$ cat config.mk
export PLATFORM = sky130hd
export DESIGN_NAME = multiplexor
export DESIGN_NICKNAME = d
export VERILOG_FILES = /design/src/rtl/multiplexor.sv
export SDC_FILE = /design/constraint.sdc
export NUM_CORES = 1
export LEC_CHECK = 0
export ABC_AREA = 1
export CAP_MARGIN = 30
export CORE_MARGIN = 2
export CORE_UTILIZATION = 40
export DETAILED_ROUTE_END_ITERATION = 7
export GPL_TIMING_DRIVEN = 1
export PLACE_DENSITY = 0.6
export SETUP_SLACK_MARGIN = 0.05
export SYNTH_ARGS = -nofsm -noshare
export SYNTH_HDL_FRONTEND = slang
export SYNTH_SLANG_ARGS = --single-unit
$ cat constraint.sdc
create_clock -name clk -period 10.09 [get_ports clk]
set_clock_uncertainty 0.15 [all_clocks]
set_input_delay 2.018 -clock clk [delete_from_list [all_inputs] [get_ports clk]]
set_output_delay 2.018 -clock clk [all_outputs]
set_load 0.03 [all_outputs]
$ cat src/rtl/multiplexor.sv
// Butterfly pair re-serialiser: buffers result pairs in a small FIFO
// and emits one complex sample per cycle over a valid/ready handshake.
module multiplexor #(
  parameter int  bit_width  = 16,
  parameter int  fifo_depth = 4,
  localparam int addr_width = $clog2(fifo_depth)
) (
  input  logic                 clk,
  input  logic                 rst,
  input  logic [bit_width-1:0] Re_i1,
  input  logic [bit_width-1:0] Im_i1,
  input  logic [bit_width-1:0] Re_i2,
  input  logic [bit_width-1:0] Im_i2,
  input  logic                 in_valid,
  output logic                 in_ready,
  output logic [bit_width-1:0] Re_o,
  output logic [bit_width-1:0] Im_o,
  output logic                 out_sel,
  output logic                 out_valid,
  input  logic                 out_ready,
  output logic [addr_width:0]  fill_level
);

  localparam logic [1:0] IDLE   = 2'd0;
  localparam logic [1:0] FIRST  = 2'd1;
  localparam logic [1:0] SECOND = 2'd2;

  localparam int pw = 4 * bit_width;
  localparam logic [addr_width:0] full_lvl =
    (addr_width + 1)'(fifo_depth);

  logic [pw-1:0]         mem [fifo_depth];
  logic [addr_width-1:0] wr_ptr;
  logic [addr_width-1:0] rd_ptr;
  logic [1:0]            state;
  logic [bit_width-1:0]  hold_re;
  logic [bit_width-1:0]  hold_im;
  logic [pw-1:0]         head;
  logic [bit_width-1:0]  head_re1;
  logic [bit_width-1:0]  head_im1;
  logic [bit_width-1:0]  head_re2;
  logic [bit_width-1:0]  head_im2;
  logic                  push;
  logic                  pop;
  logic                  has_data;
  logic [addr_width:0]   fill_nxt;

  assign in_ready = !rst && (fill_level != full_lvl);
  assign push     = in_valid && in_ready;
  assign has_data = (fill_level != '0);

  assign head     = mem[rd_ptr];
  assign head_re1 = head[pw-1 -: bit_width];
  assign head_im1 = head[3*bit_width-1 -: bit_width];
  assign head_re2 = head[2*bit_width-1 -: bit_width];
  assign head_im2 = head[bit_width-1:0];

  // Pops only happen when the output stage takes a new head pair.
  always_comb begin
    pop = 1'b0;
    unique case (1'b1)
      (state == IDLE):   pop = has_data;
      (state == SECOND): pop = out_ready && has_data;
      default:           pop = 1'b0;
    endcase
  end

  always_comb begin
    fill_nxt = fill_level;
    if (push && !pop)
      fill_nxt = fill_level + 1'b1;
    else if (pop && !push)
      fill_nxt = fill_level - 1'b1;
  end

  always_ff @(posedge clk) begin
    if (push)
      mem[wr_ptr] <= {Re_i1, Im_i1, Re_i2, Im_i2};
  end

  always_ff @(posedge clk) begin
    if (rst) begin
      wr_ptr     <= '0;
      rd_ptr     <= '0;
      fill_level <= '0;
      state      <= IDLE;
      out_valid  <= 1'b0;
      out_sel    <= 1'b0;
      Re_o       <= '0;
      Im_o       <= '0;
      hold_re    <= '0;
      hold_im    <= '0;
    end else begin
      if (push)
        wr_ptr <= wr_ptr + 1'b1;
      if (pop)
        rd_ptr <= rd_ptr + 1'b1;
      fill_level <= fill_nxt;

      unique case (1'b1)
        (state == IDLE): begin
          if (has_data) begin
            Re_o      <= head_re1;
            Im_o      <= head_im1;
            hold_re   <= head_re2;
            hold_im   <= head_im2;
            out_sel   <= 1'b0;
            out_valid <= 1'b1;
            state     <= FIRST;
          end else begin
            out_valid <= 1'b0;
          end
        end
        (state == FIRST): begin
          if (out_ready) begin
            Re_o    <= hold_re;
            Im_o    <= hold_im;
            out_sel <= 1'b1;
            state   <= SECOND;
          end
        end
        (state == SECOND): begin
          if (out_ready) begin
            if (has_data) begin
              Re_o      <= head_re1;
              Im_o      <= head_im1;
              hold_re   <= head_re2;
              hold_im   <= head_im2;
              out_sel   <= 1'b0;
              out_valid <= 1'b1;
              state     <= FIRST;
            end else begin
              out_valid <= 1'b0;
              state     <= IDLE;
            end
          end
        end
        default: begin
          out_valid <= 1'b0;
          state     <= IDLE;
        end
      endcase
    end
  end

endmodule

# Word-level counts from Yosys, hierarchy flattened

Memory sizes are Yosys's and may differ from the RTL's. A register that Yosys moved wholly into a read port is not among the register bits.
Cells that the tools add are included.
W data, S select, Z words.

Register bits: 75
Latch bits: 0
Memory bits (writable): 256
ROM bits: 0
Input bits: 68
Output and inout port bits: 38
Logic and storage cells: 72
Memories kept: 1

Add/subtract/negate cells: 4
Multipliers: 0
Divide/modulo/power cells: 0
Magnitude comparators: 0
Equality and inequality tests: 6
Shift operators: 0
Mux-type cells: 33
Bitwise operators: 1
Reduce and logical (&&, ||, !) cells: 17

Memory list:

| memory | words | width | rd ports | clocked after Yosys merged registers in | wr ports | line | RTL |
|---|---|---|---|---|---|---|---|
| mem    | 4     | 64    | 1        | 1                                       | 1        | 32   | `logic [pw-1:0] mem [fifo_depth];` |

Operators by type and width:

| operator              | number |
|---|---|
| $mux W16              | 10 |
| $pmux W16 S3          | 2 |
| $pmux W16 S2          | 2 |
| $mux W2               | 5 |
| $mux W1               | 8 |
| $mux W3               | 2 |
| $ne A2 B2 Y1 const B  | 3 |
| $pmux W1 S3           | 2 |
| $pmux W2 S3           | 1 |
| $reduce_and A3 Y1     | 2 |
| $reduce_bool A3 Y1    | 2 |
| $logic_and A1 B1 Y1   | 5 |
| $add A2 B1 Y2 const B | 2 |
| $reduce_and A2 Y1     | 2 |
| $reduce_bool A2 Y1    | 2 |
| $add A3 B1 Y3 const B | 1 |
| $logic_not A1 Y1      | 3 |
| $ne A3 B3 Y1 const B  | 1 |
| $sub A3 B1 Y3 const B | 1 |
| $eq A2 B1 Y1 const B  | 1 |
| $eq A2 B2 Y1 const B  | 1 |
| $logic_not A2 Y1      | 1 |
| $pmux W1 S2           | 1 |
| $not A1 Y1            | 1 |

# Logic depth before layout (Yosys ltp)

Gate-level depths: netlist of the first run.

Depth after elaboration: 7
Gate-level depth with buffers: 13
Gate-level depth less buffers: 12

# Least setup slack after synthesis of the first run

Ideal clock, no wire load.

Path type: in2reg
From: input port rst
To: memory mem[0][0] in the netlist's numbering (enable)
Setup time: 0.487 ns
Data arrival time: 5.200 ns
Data required time: 9.453 ns
Setup slack: 4.254 ns
Stages on the path: 4
Path buffers: 1
Cell sequence: buf_2 inv_1 nand3_1 nor2_1

Cells in the longest elaborated chain, start to end: 5

RTL lines:

| what                          | line | RTL |
|---|---|---|
| from (decl)                   | 9    | `input logic rst,` |
| $logic_not A1 Y1              | 48   | `assign in_ready = !rst && (fill_level != full_lvl);` |
| $logic_and A1 B1 Y1           | 48   |  |
| $logic_and A1 B1 Y1           | 49   | `assign push = in_valid && in_ready;` |
| $mux W1                       | 77   | `if (push)` |
| $mux W1 (not written as such) | 78   | `mem[wr_ptr] <= {Re_i1, Im_i1, Re_i2, Im_i2};` |
| to (decl)                     | 32   |  |

No other way between the ends.

# Worst setup path in the final report of the first run

From: input port rst
To: output port in_ready

Cells in the longest elaborated chain, start to end: 2

RTL lines:

| what                | line | RTL |
|---|---|---|
| $logic_not A1 Y1    | 48   |  |
| $logic_and A1 B1 Y1 | 48   |  |
| to (decl)           | 15   | `output logic in_ready,` |

No other way between the ends.

==> results.sh, run 1 <==
export IMPL_crit_fanout=8
export IMPL_fmax_ghz=0.1748
export IMPL_firstDrtPassIters=7
export IMPL_ir_drop_mv=0.1608
export IMPL_clock_latency_ns=0.51
export IMPL_fin_util=0.4835
export IMPL_yosys_warnings=0
export IMPL_nFillCells=2959
export IMPL_htree_levels=2
export IMPL_numCtsBuffers=36
export IMPL_grt_use_total=0.1726
export IMPL_cts_setup_buffers=0
export IMPL_power_density_nw_per_um2=294.8
export IMPL_routed_wl_um=29670
export IMPL_cp_arrival_ns=3.55
export IMPL_hold_violations=0
export IMPL_ys_seq_area_frac=0.7025
export IMPL_period_share=0.5670
export IMPL_overflow=0
export IMPL_post_drt_wl_per_cell_um=16.81
export IMPL_register_area_um2=9233
export IMPL_drcViolationCount=0
export IMPL_cap_violations=0
export IMPL_synth_top_family_by_area="simple AND/OR/NAND/NOR gates"
export IMPL_vias=8610
export IMPL_core_um2=32450
export IMPL_fin_nets=1371
export IMPL_postSynthAreaPerCell_um2=10.84
export IMPL_postCtsHoldBufs=0
export IMPL_cts_buffer_depth=3
export IMPL_antenna_left=0
export IMPL_synth_compound_area_frac=0.06790
export IMPL_crit_path_end_kind="output pin"
export IMPL_finalPower_w=0.004626
export IMPL_synthSimpleGateAreaFrac=0.1857
export IMPL_status="complete, no violations"
export IMPL_rows=66
export IMPL_synth_fa_ha_area_frac=0.006286
export IMPL_slew_headroom=0.3822
export IMPL_cts_resized=0
export IMPL_grt_max_degree=74
export IMPL_synthXorXnorAreaFrac=0.0006667
export IMPL_grt_pass1_wl_um=45370
export IMPL_criticalPathCategory="input pin to output pin"
export IMPL_gp_congestion=0.7007
export IMPL_final_cell_mix="268 x nand2_1, 256 x nor2_1, 256 x edfxtp_1"
export IMPL_r2r_cells=6
export IMPL_final_common_cell="nand2_1"
export IMPL_design_die_area_um2=34310
export IMPL_syn_num_nets=1286
export IMPL_worstSetupStartpointType="input pin"
export IMPL_synth_area_um2=13140
export IMPL_setup_violations=0
export IMPL_reg2reg_slack_ns=6.73
export IMPL_dpl_hpwl_um=17070
export IMPL_n_antenna_cell=0
export IMPL_synth_mux_area_frac=0
export IMPL_grt_pass1_vias=8166
export IMPL_area_growth_pct=19.45
export IMPL_antenna_found_initial=0
export IMPL_pin_count=106
export IMPL_fin_setup_tns_ns=0
export IMPL_tightest_slew_ns=0.9256
export IMPL_worstPathRequired_ns=7.92
export IMPL_hold_path_class="flip-flop to flip-flop"
export IMPL_multi_input_area_um2=3456
export IMPL_clock_sinks=333
export IMPL_dr_first_iter_drc_count=603
export IMPL_die_h_um=185.2
export IMPL_root_buffer="clkbuf_16"
export IMPL_yosys_register_bits=333
export IMPL_drive_gt1_frac=0.06198
export IMPL_hold_depth=2
export IMPL_drv_slew=0
export IMPL_io_buffers=105
export IMPL_rsz0062_at_grt="false"
export IMPL_synth_cells=1212
export IMPL_period_minus_slack_ns=5.721
export IMPL_die_w_um=185.2
export IMPL_via_per_inst=4.878
export IMPL_initial_utilization=0.4048
export IMPL_clk_pin_slew_ns=0.06
export IMPL_power_leakage_nw=5.814
export IMPL_ys_types=24
export IMPL_cts_tree="done"
==> power by group <==
group / total (W) / switching (W) / internal (W) / leakage [nW]
Combinational: 0.00158 / 0.00107 / 0.000508 / 2.28
Clock: 0.00127 / 0.000509 / 0.000762 / 0.570
Sequential: 0.00178 / 0.000110 / 0.00167 / 2.96
Total: 0.00463 / 0.00169 / 0.00294 / 5.81
==> metal layers <==
layer  vias up  track usage  share of wire
met5         -            0              0
met4         0      0.04698          0.020
met3        42      0.02536          0.040
met2       174       0.3004           0.49
met1      4119       0.2248           0.45
li1       4275            -              -
==> final timing paths <==
path	end	from
worst max-delay path	in_ready	rst
worst min-delay path	out_valid$_SDFFE_PP0P_	out_valid$_SDFFE_PP0P_
worst max register to register	hold_re[5]$_SDFFE_PP0P_	flip-flop
worst min register to register	out_valid$_SDFFE_PP0P_	out_valid$_SDFFE_PP0P_
==> metrics by stage <==
stage | hold slack, ns | setup slack, ns | instances | area, µm²
finish | 0.3159 | 4.369 | 1765 | 15690
CTS | 0.3204 | 4.352 | 1764 | 15670
floorplan | 0.3185 | 4.254 | 1212 | 13140
global route | 0.3421 | 4.318 | 1765 | 15690
global placement | 0.3023 | 4.365 | 1697 | 14450
detailed placement | 0.3114 | 4.363 | 1700 | 14520
==> final cells by class <==
cell class                 instances  area share
tap                              442     0.03524
timing repair buffer             120     0.07782
multi-input combinational        786      0.2202
clock inverter                    14    0.007973
sequential                       333      0.5883
inverter                          20    0.005023
clock buffer                      50     0.06538
==> cell families (layout without fill, tap and decap cells) <==
logic type / Yosys count / in the layout
AO/OA/AOI/OAI: 178 / 178
XOR/XNOR: 1 / 1
adder cells (fa/ha/maj): 6 / 6
buffers and inverters: 93 / 204
flip-flops: 333 / 333
AND/OR/NAND/NOR: 601 / 601
==> sequential cells by signal, indices dropped and copies added (netlist names), named ones only <==
signal,cells
rd_ptr,2
hold_re,16
state,2
Re_o,16
wr_ptr,2
out_valid,1
out_sel,1
Im_o,16
hold_im,16
mem,256
fill_level,3
==> synth_stat cells <==
master | number | share of area
xor2_1 | 1 | 0.00067
clkbuf_2 | 1 | 0.00038
nand2_1 | 269 | 0.077
o21ai_1 | 32 | 0.012
nand3b_1 | 32 | 0.018
o21ai_0 | 100 | 0.038
inv_4 | 1 | 0.00048
inv_1 | 17 | 0.0049
buf_2 | 37 | 0.014
clkbuf_1 | 22 | 0.0063
buf_4 | 3 | 0.0017
nor2_4 | 1 | 0.00086
nand2_2 | 1 | 0.00048
nand3_1 | 37 | 0.014
buf_6 | 10 | 0.0086
dfxtp_1 | 77 | 0.12
nor2_1 | 260 | 0.074
inv_2 | 2 | 0.00057
ha_1 | 5 | 0.0048
edfxtp_1 | 256 | 0.59
nand2_4 | 1 | 0.00086
a21oi_1 | 45 | 0.017
fa_1 | 1 | 0.0015
a31oi_1 | 1 | 0.00048
==> worst max-delay path, stage by stage <==
cell	delay, ns
clkdlybuf4s50_1	0.58
a31oi_1	0.25
clkdlybuf4s50_1	0.70
Note: power is estimated with default switching activity, not from simulation.
==> inputs of run 2 (changes only) <==
PLACE_DENSITY = 0.63   (was 0.6)
clock period = 4.7 ns   (was 10.09 ns; I/O delays follow)
==> run 2 against run 1 <==
  * Global-route usage hardly changed
  * Cell count is 0.17% higher
  * Register-to-register slack worse by 5.3 ns
  * Combinational power is 110% higher
  * Clock power is 99% higher
  * Critical path depth stayed put
  * Setup slack worse by 3.2 ns
  * Clock-buffer cell count is 2 higher
  * Critical path type unchanged
  * Sequential power is 120% higher
  * Utilization is 0.35 points lower
==> results.sh, run 2 (synthesized netlist as in run 1, its figures left out) <==
export IMPL_pin_count=106
export IMPL_cp_arrival_ns=2.40
export IMPL_crit_path_end_kind="output pin"
export IMPL_clk_pin_slew_ns=0.06
export IMPL_crit_buf_inv=2
export IMPL_p_clk_frac=0.261
export IMPL_largest_reg_flops=256
export IMPL_routed_wl_um=29480
export IMPL_nFillCells=2895
export IMPL_cp_cell_sequence="clkdlybuf4s50_1 > a31oi_1 > clkdlybuf4s50_1"
export IMPL_gp_congestion=0.7508
export IMPL_root_buffer="clkbuf_16"
export IMPL_clock_latency_ns=0.51
export IMPL_fmax_ghz=0.2869
export IMPL_postCtsHoldBufs=0
export IMPL_status="complete, no violations"
export IMPL_power_leakage_nw=5.764
export IMPL_pwr_share_comb=0.342
export IMPL_crit_fanout=8
export IMPL_clock_sinks=333
export IMPL_cts_setup_buffers=0
export IMPL_rsz0062_at_grt="false"
export IMPL_via_per_inst=4.856
export IMPL_grt_use_met3=0.03421
export IMPL_die_w_um=185.2
export IMPL_worstPathRequired_ns=3.61
export IMPL_firstDrtPassIters=5
export IMPL_cts_buffer_depth=3
export IMPL_worstSetupStartpointType="input pin"
export IMPL_register_area_um2=9233
export IMPL_antenna_found_initial=3
export IMPL_antenna_left=0
export IMPL_slew_headroom=0.4244
export IMPL_seq_power_share=0.397
export IMPL_grtUsageMet1=0.2282
export IMPL_drv_slew=0
export IMPL_instances_no_fill=1768
export IMPL_grt_use_total=0.1721
export IMPL_tightest_slew_ns=0.8634
export IMPL_max_flop_register="mem"
export IMPL_grt_pass1_wl_um=45590
export IMPL_cap_violations=0
export IMPL_final_cell_mix="268 x nand2_1, 256 x nor2_1, 256 x edfxtp_1"
export IMPL_post_drt_wl_per_cell_um=16.67
export IMPL_period_minus_slack_ns=3.485
export IMPL_vias=8585
export IMPL_initial_utilization=0.4048
export IMPL_htree_levels=2
export IMPL_dpl_hpwl_um=16980
export IMPL_place_inst=1704
export IMPL_io_buffers=105
export IMPL_hold_path_class="flip-flop to flip-flop"
export IMPL_critical_path_most_common_cell="clkdlybuf4s50_1"
export IMPL_design_die_area_um2=34310
export IMPL_grt_pass1_vias=8237
export IMPL_hold_ws_ns=0.3138
export IMPL_p_int_w=0.006137
export IMPL_p_switching_w=0.003573
export IMPL_final_common_cell="nand2_1"
export IMPL_use_met2=0.2846
export IMPL_grt_max_degree=84
export IMPL_hold_violations=0
export IMPL_multi_input_area_um2=3456
export IMPL_overflow=0
export IMPL_grt_busiest_layer="met2"
export IMPL_cp_top_family="buffers and inverters"
export IMPL_rows=66
export IMPL_numCtsBuffers=35
export IMPL_core_um2=32450
export IMPL_switching_share=0.3679
export IMPL_power_density_nw_per_um2=623.2
export IMPL_cpMaxStageDelayCell="clkdlybuf4s50_1"
export IMPL_dr_first_iter_drc_count=662
export IMPL_drcViolationCount=0
export IMPL_die_h_um=185.2
export IMPL_cts_resized=0
export IMPL_period_share=0.7415
export IMPL_criticalPathCategory="input pin to output pin"
export IMPL_area_growth_pct=18.59
export IMPL_ir_drop_mv=0.2882
export IMPL_setup_violations=0
export IMPL_drive_gt1_frac=0.06042
export IMPL_fin_nets=1373
export IMPL_cts_tree="done"
export IMPL_cp_slowest_stage_delay_ns=0.69
==> run 2: stage by stage <==
step	TNS, ns	worst slack [ns]	utilization	power (W)	cell area, µm²
after CTS	0	1.206	0.4799	0.009810	15570
after detailed placement	0	1.193	0.4476	0.007255	14530
after global placement	0	1.204	0.4468	0.007183	14500
after global routing	0	1.130	0.4800	0.01038	15580
after floorplan	-14.87	-0.05807	-	0.006311	13140
final	0	1.215	0.4801	0.009710	15580
==> run 2: final timing paths <==
path	from	end	slack [ns]	cells past startpoint
max reg2reg	flip-flop	hold_im[1]$_SDFFE_PP0P_	1.48	6
max	rst	in_ready	1.21	3
min reg2reg	out_valid$_SDFFE_PP0P_	out_valid$_SDFFE_PP0P_	0.31	2
min	out_valid$_SDFFE_PP0P_	out_valid$_SDFFE_PP0P_	0.31	2
==> run 2: routing by layer <==
| layer | up-vias | share of wire |
|---|---|---|
| li1 | 4272 | - |
| met1 | 4074 | 0.45 |
| met2 | 189 | 0.47 |
| met3 | 48 | 0.053 |
| met4 | 2 | 0.022 |
| met5 | - | 0.00041 |
==> run 2: area by class of cell <==
type | count | share of cell area
multi-input cells | 786 | 0.2218
diodes | 2 | 0.0003212
repair buffers | 123 | 0.07742
clock inverters | 10 | 0.003775
flip-flops and latches | 333 | 0.5926
inverters | 20 | 0.005059
clock buffers | 52 | 0.06352
well taps | 442 | 0.03550
==> run 2: tightest hold or removal path, stage by stage (launching register included) <==
cell     delay, ns
dfxtp_1       0.31
nand2_1       0.06
a21oi_1       0.05
==> run 2: power groups by stage <==
stage	sequential (W)	clock, W	combinational, W
6_report	0.00386	0.00253	0.00332
2_1_floorplan	0.00400	0	0.00231
3_3_place_gp	0.00391	0	0.00327
5_1_grt	0.00391	0.00270	0.00377
4_1_cts	0.00386	0.00259	0.00336
3_5_place_dp	0.00392	0	0.00333
